## config.mk

```make
export PLATFORM = sky130hd
export DESIGN_NAME = switch_box_config_loader
export DESIGN_NICKNAME = d
export VERILOG_FILES = /design/src/rtl/switch_box_config_loader.sv
export SDC_FILE = /design/constraint.sdc
export NUM_CORES = 1
export LEC_CHECK = 0
export BUFFER_PORTS_ARGS = -buffer_cell sky130_fd_sc_hd__clkbuf_2
export CORE_MARGIN = 2
export CORE_UTILIZATION = 52
export CTS_BUF_LIST = sky130_fd_sc_hd__clkbuf_16
export CTS_CLUSTER_SIZE = 12
export DETAILED_ROUTE_END_ITERATION = 8
export PLACE_DENSITY = 0.82
export RECOVER_POWER = 25
export SLEW_MARGIN = 20
export SYNTH_ARGS = -nofsm -noshare
export SYNTH_HDL_FRONTEND = slang
export SYNTH_SLANG_ARGS = --single-unit
export TNS_END_PERCENT = 20
```

## constraint.sdc

```tcl
create_clock -name clk -period 1.6 [get_ports clk]
set_clock_uncertainty 0.15 [all_clocks]
set_input_delay 0.24 -clock clk [delete_from_list [all_inputs] [get_ports clk]]
set_output_delay 0.24 -clock clk [all_outputs]
set_load 0.005 [all_outputs]
```

## src/rtl/switch_box_config_loader.sv

```systemverilog
// Serial-to-parallel configuration loader for one switch box: assembles CONF_WIDTH bits from
// DW-bit chunks and strobes cset once per frame. Define CFG_LOADER_CRC_EN to add an XOR checksum stage.
module switch_box_config_loader #(
    parameter int unsigned CONF_WIDTH = 96,
    parameter int unsigned DW         = 8
) (
    input  logic                  clk,
    input  logic                  rst,
    input  logic                  start,
    input  logic                  in_valid,
    input  logic [DW-1:0]         in_data,
    output logic                  in_ready,
    output logic [CONF_WIDTH-1:0] c,
    output logic                  cset,
    output logic                  busy,
    output logic                  done,
    output logic                  err
);

    localparam int unsigned NCHUNK = CONF_WIDTH / DW;
    localparam int unsigned CNT_W  = $clog2(NCHUNK + 1);
    localparam logic [CNT_W-1:0] LAST_CNT = CNT_W'(NCHUNK - 1);

    typedef enum logic [1:0] {
        IDLE   = 2'd0,
        LOAD   = 2'd1,
`ifdef CFG_LOADER_CRC_EN
        CHECK  = 2'd2,
`endif
        COMMIT = 2'd3
    } state_t;

    state_t                  state_q;
    logic [CONF_WIDTH-1:0]   c_q, c_d;
    logic [CNT_W-1:0]        cnt_q;
    logic                    in_ready_q, busy_q, cset_q, done_q;
    logic                    accept;
`ifdef CFG_LOADER_CRC_EN
    logic [DW-1:0]           chk_q, chk_d;
    logic                    err_q;
`endif

    // New chunk enters at the top, so the first chunk of a frame ends up in the low DW bits.
    always_comb begin
        accept                  = in_valid && in_ready_q;
        c_d                     = c_q >> DW;
        c_d[CONF_WIDTH-1 -: DW] = in_data;
`ifdef CFG_LOADER_CRC_EN
        chk_d                   = chk_q ^ in_data;
`endif
    end

    always_ff @(posedge clk or negedge rst) begin
        if (!rst) begin
            state_q    <= IDLE;
            c_q        <= '0;
            cnt_q      <= '0;
            in_ready_q <= 1'b0;
            busy_q     <= 1'b0;
            cset_q     <= 1'b0;
            done_q     <= 1'b0;
`ifdef CFG_LOADER_CRC_EN
            chk_q      <= '0;
            err_q      <= 1'b0;
`endif
        end else begin
            cset_q <= 1'b0;
            done_q <= 1'b0;
            case (state_q)
                IDLE: begin
                    if (start) begin
                        state_q    <= LOAD;
                        cnt_q      <= '0;
                        in_ready_q <= 1'b1;
                        busy_q     <= 1'b1;
`ifdef CFG_LOADER_CRC_EN
                        chk_q      <= '0;
                        err_q      <= 1'b0;
`endif
                    end
                end
                LOAD: begin
                    if (accept) begin
                        c_q <= c_d;
`ifdef CFG_LOADER_CRC_EN
                        chk_q <= chk_d;
`endif
                        if (cnt_q == LAST_CNT) begin
                            cnt_q <= '0;
`ifdef CFG_LOADER_CRC_EN
                            state_q <= CHECK;
`else
                            state_q    <= COMMIT;
                            in_ready_q <= 1'b0;
                            cset_q     <= 1'b1;
                            done_q     <= 1'b1;
`endif
                        end else begin
                            cnt_q <= cnt_q + CNT_W'(1);
                        end
                    end
                end
`ifdef CFG_LOADER_CRC_EN
                CHECK: begin
                    if (accept) begin
                        in_ready_q <= 1'b0;
                        if (in_data == chk_q) begin
                            state_q <= COMMIT;
                            cset_q  <= 1'b1;
                            done_q  <= 1'b1;
                        end else begin
                            state_q <= IDLE;
                            busy_q  <= 1'b0;
                            err_q   <= 1'b1;
                        end
                    end
                end
`endif
                COMMIT: begin
                    state_q <= IDLE;
                    busy_q  <= 1'b0;
                end
                default: begin
                    state_q    <= IDLE;
                    in_ready_q <= 1'b0;
                    busy_q     <= 1'b0;
                end
            endcase
        end
    end

    assign in_ready = in_ready_q;
    assign c        = c_q;
    assign cset     = cset_q;
    assign busy     = busy_q;
    assign done     = done_q;
`ifdef CFG_LOADER_CRC_EN
    assign err      = err_q;
`else
    assign err      = 1'b0;
`endif

endmodule

```

# Word level (Yosys, flattened, before mapping)
# Cells that the tools add are included.
# word_totals
register_bits	105
out_inout_bits	101
elab_cells	39
# op_classes
add_sub_neg	1
n_eq_ne	6
muxes	16
n_bitwise	2
n_reduce_logical	8
# ops
operator	count
4-bit 2-to-1 mux	3
4-bit one-hot mux with 2 select lines	1
1-bit 2-to-1 mux	6
2-bit 2-to-1 mux	3
2-bit inequality test (second input constant)	3
3-bit AND reduction	2
4-bit by 1-bit adder with 4-bit output (second input constant)	1
4-bit == test (second input constant)	1
2-bit one-hot mux with 2 select lines	1
2-bit AND reduction	2
4-bit AND reduction	1
1-bit one-hot mux with 3 select lines	1
2-bit by 1-bit == test with 1-bit output (second input constant)	1
2-bit == test (second input constant)	1
2-bit logical NOT	1
1-bit NOT	2
1-bit one-hot mux with 2 select lines	1
2-bit nonzero test	1
1-bit logical AND	1

# Depth between registers and ports, before layout
# Gate-level depths: netlist of run 1.
# logic_depth
word_depth	4
depth_mapped	6
mapped_depth_nobuf	4

# Worst setup path before layout of run 1
# No wires, ideal clock.
# synth_path
path_type	register to register
from	register state_q[1]
to	register c_q[31], in the netlist c[31]
setup_ps	117
t_arrival_ps	1141
required_time_ps	1333
setup_slack_ps	193
path_stages_with_launch	7
synth_period_minus_slack_ps	1407
cell_sequence	dfrtp_1 nand4b_1 buf_2 buf_4 buf_4 nand2_1 nand2_1
# synth_via
elab_chain_len	2
# synth_rtl
element	line	source
start, declared	33	state_t state_q;
start signal, assigned	55	state_q <= IDLE;
start signal, assigned	72	state_q <= LOAD;
start signal, assigned	93	state_q <= COMMIT;
2-bit by 1-bit == test with 1-bit output	69	case (state_q)
2-bit AND reduction (no source line)	-	
end signal, assigned	56	c_q <= '0;
end signal, assigned	84	c_q <= c_d;
end, declared	34	logic [CONF_WIDTH-1:0] c_q, c_d;
# Every way passes these cells.
# A chain may end at the register's enable or synchronous reset.

# Worst setup path in the final report of run 1
# layout_path
from	register state_q[1]
to	register cnt_q[3]
# layout_via
elab_chain_len	3
# layout_rtl
element	line	source
2-bit by 1-bit == test with 1-bit output / 2-bit logical NOT (equally long branches)	69	
2-bit inequality test (no source line) / 2-bit nonzero test (equally long branches)	-	
3-bit AND reduction (no source line)	-	
end signal, assigned	99	cnt_q <= cnt_q + CNT_W'(1);
end, declared	35	logic [CNT_W-1:0] cnt_q;
# Several ways; a longest one is shown, not always the timed one.

==> impl_metrics.env, run 1 <==
export IMPL_min_period_over_period_pct=94.38
export IMPL_drive_gt1_share_pct=24.17
export IMPL_status="completed"
export IMPL_start_util_pct=52.90
export IMPL_grt_usage_pct=22.16
export IMPL_max_slew_margin_pct=54.69
export IMPL_worst_pin_slew_ps=679.7
export IMPL_cp_top_family="simple AND/OR/NAND/NOR gates"
export IMPL_power_density_mw_per_mm2=1024
export IMPL_cts_buffers=9
export IMPL_crit_buf_inv=0
export IMPL_p_int_mw=4.080
export IMPL_via_per_inst=4.897
export IMPL_clk_path_buf_depth=2
export IMPL_grt_max_degree=54
export IMPL_dieHeight_um=92.20
export IMPL_hold_viol=0
export IMPL_fmax_ghz=0.6622
export IMPL_ir_worst_vdd_mv=0.6395
export IMPL_clockRootBuffer="clkbuf_16"
export IMPL_die_x_um=92.20
export IMPL_p_seq_share_pct=53.8
export IMPL_htree_levels=3
export IMPL_cp_cell_sequence="nand4b_1, or3_4, o211ai_1"
export IMPL_p_clk_share_pct=40.8
export IMPL_cp_arrival_ps=1620
export IMPL_layoutNonFillerInstCount=673
export IMPL_area_growth_pct=26.35
export IMPL_n_antenna_cell=0
export IMPL_drv_slew=0
export IMPL_setup_violations=0
export IMPL_route_detailed_drc=0
export IMPL_ant_nets=0
export IMPL_synth_cell_type_count=22
export IMPL_grt_pass1_vias=3144
export IMPL_synth_top_area_share_pct=64.96
export IMPL_ys_top_cells_by_area="dfrtp_1 65%, nand2_1 27%, buf_2 2.0%"
export IMPL_synthTopCellsByCount="289 x nand2_1, 105 x dfrtp_1, 16 x buf_2"
export IMPL_clkLatencyLatePin_ps=340
export IMPL_p_switching_mw=1.153
export IMPL_ys_warn_count=0
export IMPL_cts_sinks=105
export IMPL_wirelength_um=8717
export IMPL_cpMaxStageDelayCell="or3_4"
export IMPL_seq_area_mm2=0.002629
export IMPL_critPathMaxFanout=4
export IMPL_die_area_mm2=0.008501
export IMPL_drtIter0Drc=148
export IMPL_synth_seq_cells=105
export IMPL_synth_area_mm2=0.004045
export IMPL_dr_pass1_iters=4
export IMPL_vias=3296
export IMPL_crit_required_ps=1710
export IMPL_hold_class="primary input to flop"
export IMPL_crit_path_end_kind="flop"
export IMPL_power_frac_comb_pct=5.4
export IMPL_setup_tns_ps=0
export IMPL_grt_pass1_wl_um=14810
export IMPL_wl_per_cell_um=12.95
export IMPL_core_area_mm2=0.007647
export IMPL_port_buffers=111
export IMPL_grt_ovfl_total=0
export IMPL_rsz0062_at_grt="false"
export IMPL_place_hpwl_um=5821
export IMPL_pin_count=113
export IMPL_max_cap_violations=0
export IMPL_critPathMaxStageDelay_ps=430
export IMPL_ys_dominant_reg_cell="dfrtp_1"
export IMPL_cts_tree="yes"
export IMPL_synth_top_area_cell="dfrtp_1"
export IMPL_syn_area_per_cell_um2=8.969
export IMPL_gp_congestion=0.8169
export IMPL_multiInputGateArea_mm2=0.001260
export IMPL_antenna_found_initial=0
export IMPL_startpoint_type="flop"
export IMPL_finalCriticalPeriod_ps=1510
export IMPL_nets=579
export IMPL_power_leakage_nw=3.073
export IMPL_synth_most_common_cell="nand2_1"
export IMPL_clk_pin_slew_ps=70
export IMPL_synth_cells=451
export IMPL_synth_edf_count=0
export IMPL_worstSetupPathType="flop to flop"
export IMPL_sw_frac_of_total_pct=22.03
export IMPL_async_flop_share_pct=100.0
export IMPL_synthesis_nets=464
export IMPL_fill_cells=629
export IMPL_rows=32
export IMPL_synth_seq_area_share_pct=64.96
export IMPL_placed_cells=648
[flip-flops by register name, summed over array words and instances, names as in the netlist]
name      flops
in_ready      1
c            96
state_q       2
done          1
busy          1
cnt_q         4
[path summary, 6_finish.rpt]
check	endpoint	from	cells past startpoint	slack (ps)
max	cnt_q[3]	state_q[1]	3	90
min	state_q[0]	start	3	20
max reg2reg	cnt_q[3]	state_q[1]	3	90
min reg2reg	c[2]	c[2]	2	330
max in group asynchronous	state_q[0]	rst	3	310
min in group asynchronous	c[37]	rst	2	320
[cell families after synthesis]
logic type                 count (synthesis)  share of synthesized area, %
other                                      1                       0.09270
AOI/OAI and AO/OA                         10                         1.392
DFF                                      105                         64.96
adders and majority gates                  1                        0.3093
and+or+nand+nor                          305                         29.14
buffers and inverters                     29                         4.114
[cells in the final DEF (no fill, tap or decap), types with 2 or more instances in the layout]
master,Yosys,final
clkinv_2,0,3
clkbuf_16,0,9
inv_1,5,5
nand2b_1,3,3
a31oi_1,2,2
a21oi_1,3,3
clkbuf_2,0,111
buf_12,0,6
nor2_1,4,4
dfrtp_1,105,104
nand3_1,3,3
dlygate4sd3_1,0,9
nand2_1,289,289
o21ai_0,3,3
buf_4,6,2
[worst min-delay path: stages]
cell      delay (ps)
clkbuf_2         110
nor2_1            40
nor2_1            80
[metal layers]
layer  share of wire [%]  vias to the layer above  global-route usage (%)
met4                 2.0                        0                   10.07
met3                 7.1                       15                   5.588
li1                    -                     1604                       -
met5                   0                        -                       0
met2                  46                      115                   33.52
met1                  45                     1562                   30.45
[power groups by stage]
stage / logic, mW / clock network [mW] / registers (mW)
finish: 0.282 / 2.14 / 2.81
global route: 0.326 / 2.30 / 2.82
CTS: 0.290 / 2.19 / 2.81
detailed placement: 0.273 / 0 / 2.86
global placement: 0.258 / 0 / 2.86
floorplan: 0.0947 / 0 / 2.86
[what timing repair did]
item / CTS / global route
resized for setup: 1 / 5
endpoints found under the setup margin: 3 / 5
pin swaps: 0 / 2
buffers inserted: 0 / 0
hold endpoints to repair: 31 / 0
hold buffers: 9 / 0
[cell type report]
class / instances / share of cell area (%)
multi-input cells: 317 / 24.65
flip-flops and latches: 105 / 51.43
well taps: 102 / 2.497
clock inverters: 7 / 1.371
inverters: 5 / 0.3672
clock buffers: 9 / 4.406
repair buffers: 128 / 15.28
[per-stage QoR]
stage | hold WS [ps] | power (mW) | cell area, um2 | setup WS [ps] | utilization, %
final | 23.12 | 5.233 | 5111 | 89.87 | 66.84
after global routing | 35.62 | 5.451 | 5111 | 0.5723 | 66.84
after CTS | 12.83 | 5.288 | 5099 | 88.12 | 66.67
after detailed placement | 24.00 | 3.133 | 4710 | 14.43 | 61.58
after global placement | 14.13 | 3.114 | 4710 | 101.6 | 61.58
after floorplan | -205.6 | 2.952 | 4045 | 192.9 | -
No activity file was read; power rests on OpenSTA's default activity.
==> inputs of run 2 (changes only) <==
- CORE_UTILIZATION: 52 -> 55
- PLACE_DENSITY: 0.82 -> 0.86
- clock period: 1.6 -> 1.9 ns (I/O delays scaled with it)
==> run 2 against run 1 <==
Global-route usage rose by 0.25 points. Register-to-register slack improved by 250 ps. Combinational power fell by 18%. Die area fell by 5.2%. Clock power fell by 10%. Design area fell by 0.98%. Worst setup slack improved by 250 ps. First-iteration DRC count fell by 4.1%. Power fell by 14%. Critical path depth did not move. Flip-flop and latch count did not move. Clock-buffer cell count did not move. Critical endpoint unchanged.
==> impl_metrics.env, run 2 (synthesis gave the netlist of run 1 again) <==
export IMPL_status="completed"
export IMPL_clockRootBuffer="clkbuf_16"
export IMPL_setup_tns_ps=0
export IMPL_gp_congestion=0.7468
export IMPL_largest_reg_flops=96
export IMPL_finalCriticalPeriod_ps=1559
export IMPL_cts_tree="yes"
export IMPL_area_growth_pct=25.12
export IMPL_worst_hold_path_endpoint="c[89]"
export IMPL_cts_resized=0
export IMPL_clk_path_buf_depth=2
export IMPL_dieHeight_um=89.76
export IMPL_power_density_mw_per_mm2=892.6
export IMPL_setup_violations=0
export IMPL_worstSetupPathType="flop to flop"
export IMPL_cts_buffers=9
export IMPL_cp_arrival_ps=1660
export IMPL_port_buffers=111
export IMPL_grt_max_degree=106
export IMPL_hold_class="primary input to flop"
export IMPL_placed_cell_area_mm2=0.004678
export IMPL_regToRegSetupSlack_ps=340
export IMPL_startpoint_type="flop"
export IMPL_nets=576
export IMPL_htree_levels=3
export IMPL_clkLatencyLatePin_ps=340
export IMPL_die_area_mm2=0.008057
export IMPL_min_delay_start="in_data[1]"
export IMPL_min_period_over_period_pct=82.03
export IMPL_core_area_mm2=0.007176
export IMPL_via_per_inst=4.939
export IMPL_n_antenna_cell=0
export IMPL_ir_worst_vdd_mv=0.5452
export IMPL_critPathMaxFanout=8
export IMPL_route_detailed_drc=0
export IMPL_drtIter0Drc=142
export IMPL_hold_viol=0
export IMPL_grt_ovfl_total=0
export IMPL_drive_gt1_share_pct=23.24
export IMPL_dr_pass1_iters=4
export IMPL_final_cell_mix="289 x nand2_1, 110 x clkbuf_2, 105 x dfrtp_1, 9 x clkbuf_16, 8 x dlygate4sd3_1"
export IMPL_clk_pin_slew_ps=70
export IMPL_wl_per_cell_um=13.12
export IMPL_start_util_pct=56.37
export IMPL_timing_hold_ws_ps=2.369
export IMPL_drv_slew=0
export IMPL_r2r_cells=3
export IMPL_grt_pass1_vias=3141
export IMPL_power_leakage_nw=3.056
export IMPL_fmax_ghz=0.6416
export IMPL_worst_pin_slew_ps=918.6
export IMPL_stdcell_area_mm2=0.005061
export IMPL_rows=31
export IMPL_grt_usage_pct=22.42
export IMPL_vias=3294
export IMPL_die_x_um=89.76
export IMPL_r2r_end="cnt_q[3]"
export IMPL_final_common_cell="nand2_1"
export IMPL_hold_buffers=8
export IMPL_pin_count=113
export IMPL_crit_path_end_kind="flop"
export IMPL_power_total_mw=4.517
export IMPL_cts_sinks=105
export IMPL_rsz0062_at_grt="false"
export IMPL_place_hpwl_um=5706
export IMPL_wirelength_um=8749
export IMPL_max_slew_margin_pct=38.76
export IMPL_antenna_found_initial=0
export IMPL_holdPathStages=3
export IMPL_crit_required_ps=2000
export IMPL_max_cap_violations=0
export IMPL_grt_pass1_wl_um=14770
export IMPL_ant_nets=0
export IMPL_post_cts_buffers=0
export IMPL_r2r_start="state_q[1]"
-- run 2: cell count changes in the layout (fill, tap and decap cells not counted), sizes merged --
cell         change
buf              -2
bufinv           +1
clkinvlp         -1
dlygate4sd3      -1
-- run 2: critical path, cell delays in order, from the launching register on --
cell,delay (ps)
dfrtp_1,440
nand4b_1,360
or3_1,430
o211ai_1,100
-- run 2: how the worst max path moves through the flow --
stage | from | to | depth (start not counted)
finish | state_q[1] | cnt_q[3] | 3
global route | rst | cnt_q[1] | 3
CTS | state_q[1] | cnt_q[3] | 3
detailed placement | state_q[1] | cnt_q[3] | 3
global placement | state_q[1] | c[24] | 4
floorplan | state_q[1] | c[31] | 6
-- run 2: power breakdown --
part           total [mW]  switching [mW]  internal, mW
combinational       0.230           0.131        0.0997
sequential           2.37          0.0609          2.31
clock                1.92           0.775          1.14
total                4.52           0.966          3.55
-- run 2: area by class of cell --
cell class	count	area [um2]
flip-flops and latches	105	2628
fillers	555	2115
multi-input cells	317	1255
repair buffers	125	724.4
clock buffers	9	225.2
well taps	99	123.9
clock inverters	7	86.33
inverters	5	18.77
-- run 2: metal layers --
metal  GRT usage (%)  vias up  wire length, um
met5               0        -                0
met4           7.692        0              170
met3           5.365       13              579
met2           36.68      115             4156
met1           29.79     1578             3842
li1                -     1588                -
-- run 2: metrics by stage --
step	cells	utilization, %	setup WS (ps)
3_5_place_dp	643	65.20	342.0
6_report	667	70.53	341.4
5_1_grt	667	70.53	235.7
2_1_floorplan	451	-	492.9
3_3_place_gp	643	65.20	414.2
4_1_cts	667	70.65	339.5
==> inputs of run 3 (changes only) <==
- CORE_UTILIZATION: 55 -> 47
- PLACE_DENSITY: 0.86 -> 0.78
- clock period: 1.9 -> 1.3 ns (I/O delays scaled with it)
==> run 3 against run 2 <==
The run now ends with setup timing left. Die area is 16% higher. Design area is 2.8% higher. Critical path depth is 1 higher. Critical path type unchanged. Critical endpoint unchanged.
==> impl_metrics.env, run 3 (synthesis gave the netlist of run 1 again) <==
export IMPL_clk_pin_slew_ps=70
export IMPL_pin_count=113
export IMPL_largest_reg_flops=96
export IMPL_r2r_cells=4
export IMPL_cpMaxStageDelayCell="dfrtp_1"
export IMPL_ir_worst_vdd_mv=0.6739
export IMPL_startpoint_type="flop"
export IMPL_gp_congestion=0.8111
export IMPL_ant_nets=0
export IMPL_rsz0062_at_grt="true"
export IMPL_place_hpwl_um=6149
export IMPL_die_area_mm2=0.009364
export IMPL_wl_per_cell_um=13.63
export IMPL_grt_busiest_layer="met2"
export IMPL_worst_pin_slew_ps=653.4
export IMPL_p_switching_mw=1.407
export IMPL_max_cap_violations=0
export IMPL_use_met2_pct=32.32
export IMPL_fin_util_pct=62.67
export IMPL_cts_sinks=105
export IMPL_grt_max_degree=74
export IMPL_finalCriticalPeriod_ps=1429
export IMPL_vias=3341
export IMPL_critPathMaxFanout=5
export IMPL_crit_required_ps=1400
export IMPL_cp_arrival_ps=1530
export IMPL_htree_levels=3
export IMPL_power_density_mw_per_mm2=1234
export IMPL_final_cell_mix="288 x nand2_1, 110 x clkbuf_2, 104 x dfrtp_1, 10 x clkbuf_16, 10 x dlygate4sd3_1"
export IMPL_sw_frac_of_total_pct=21.92
export IMPL_fin_ws_ps=-129.2
export IMPL_clkLatencyLatePin_ps=330
export IMPL_via_per_inst=4.877
export IMPL_fmax_ghz=0.6997
export IMPL_drtIter0Drc=147
export IMPL_dr_pass1_iters=4
export IMPL_cts_tree="yes"
export IMPL_worstSetupPathType="flop to flop"
export IMPL_p_seq_share_pct=53.9
export IMPL_critPathMaxStageDelay_ps=390
export IMPL_rows=33
export IMPL_core_area_mm2=0.008299
export IMPL_grt_pass1_vias=3215
export IMPL_nets=588
export IMPL_route_detailed_drc=0
export IMPL_grt_ovfl_total=0
export IMPL_port_buffers=111
export IMPL_violations="setup timing"
export IMPL_max_slew_margin_pct=56.44
export IMPL_wirelength_um=9338
export IMPL_die_x_um=96.77
export IMPL_fill_cells=699
export IMPL_drive_gt1_share_pct=25.00
export IMPL_final_common_cell="nand2_1"
export IMPL_hold_viol=0
export IMPL_place_ws_ps=-103.1
export IMPL_grt_util_met1_pct=26.67
export IMPL_grt_pass1_wl_um=15280
export IMPL_cp_top_family="simple AND/OR/NAND/NOR gates"
export IMPL_power_leakage_nw=3.115
export IMPL_cts_buffers=9
export IMPL_layoutNonFillerInstCount=685
export IMPL_n_antenna_cell=0
export IMPL_crit_path_end_kind="flop"
export IMPL_worstSetupPathDepth=4
export IMPL_p_clk_share_pct=40.4
export IMPL_hold_class="primary input to flop"
export IMPL_gr_usage_met3_pct=5.058
export IMPL_antenna_found_initial=0
export IMPL_dieHeight_um=96.77
export IMPL_p_int_mw=5.013
export IMPL_placed_cells=656
export IMPL_crit_buf_inv=1
export IMPL_start_util_pct=48.74
export IMPL_setup_tns_ps=-7581
export IMPL_status="finished with violations"
export IMPL_setup_violations=100
export IMPL_power_frac_comb_pct=5.7
export IMPL_holdPathStages=4
export IMPL_clk_path_buf_depth=2
export IMPL_area_growth_pct=28.58
export IMPL_clockRootBuffer="clkbuf_16"
export IMPL_min_period_over_period_pct=109.9
export IMPL_drv_slew=0
export IMPL_cp_cell_sequence="nand4b_1, buf_6, or3_1, o211ai_1"
export IMPL_grt_usage_pct=19.88
-- run 3: worst register-to-register path, stage by stage (launching register included) --
cell and delay (ps):
dfrtp_1 390, nand4b_1 240, buf_6 190, or3_1 310
o211ai_1 80
-- run 3: final timing paths --
path	from	end	slack, ps
min reg2reg	c[1]	c[1]	330
max in group asynchronous	rst	state_q[0]	100
min	in_valid	in_ready	180
max	state_q[1]	cnt_q[3]	-130
max reg2reg	state_q[1]	cnt_q[3]	-130
min in group asynchronous	rst	c[29]	330
-- run 3: through the flow --
stage          power [mW]  hold WS, ps  cell area, um2
3_3_place_gp        3.850        95.90            4751
5_1_grt             6.691        181.6            5201
4_1_cts             6.485        147.1            5150
3_5_place_dp        3.867        94.24            4751
2_1_floorplan       3.633       -250.6            4063
6_report            6.420        177.2            5201
-- run 3: routing by layer --
| metal | routed length, um | vias up | part of all wire, % |
|---|---|---|---|
| met3 | 625 | 6 | 6.7 |
| met2 | 4500 | 113 | 48 |
| met1 | 4154 | 1604 | 44 |
| met4 | 57 | 0 | 0.61 |
| li1 | - | 1618 | - |
| met5 | 0 | - | 0 |
-- run 3: final cells by class --
cell class	instances	area (um2)	share of cell area (%)
Clock buffer	9	225.2	4.330
Clock inverter	7	61.31	1.179
Inverter	5	18.77	0.3608
Multi-Input combinational cell	317	1271	24.44
Sequential cell	105	2629	50.54
Tap cell	105	131.4	2.526
Timing Repair Buffer	137	864.6	16.62
-- run 3: power by group through the flow --
stage,clock [mW],combinational [mW],sequential [mW]
2_1_floorplan,0,0.116,3.52
3_3_place_gp,0,0.335,3.52
3_5_place_dp,0,0.346,3.52
4_1_cts,2.65,0.372,3.46
5_1_grt,2.80,0.416,3.48
6_report,2.60,0.364,3.46
-- run 3: what timing repair did --
item | in CTS | in global routing
hold buffers | 10 | 0
endpoints found under the setup margin | 102 | 103
pin swaps | 0 | 3
gates resized for setup | 4 | 8
hold endpoints to repair | 114 | 0
cloned | 0 | 1
buffers inserted | 1 | 1
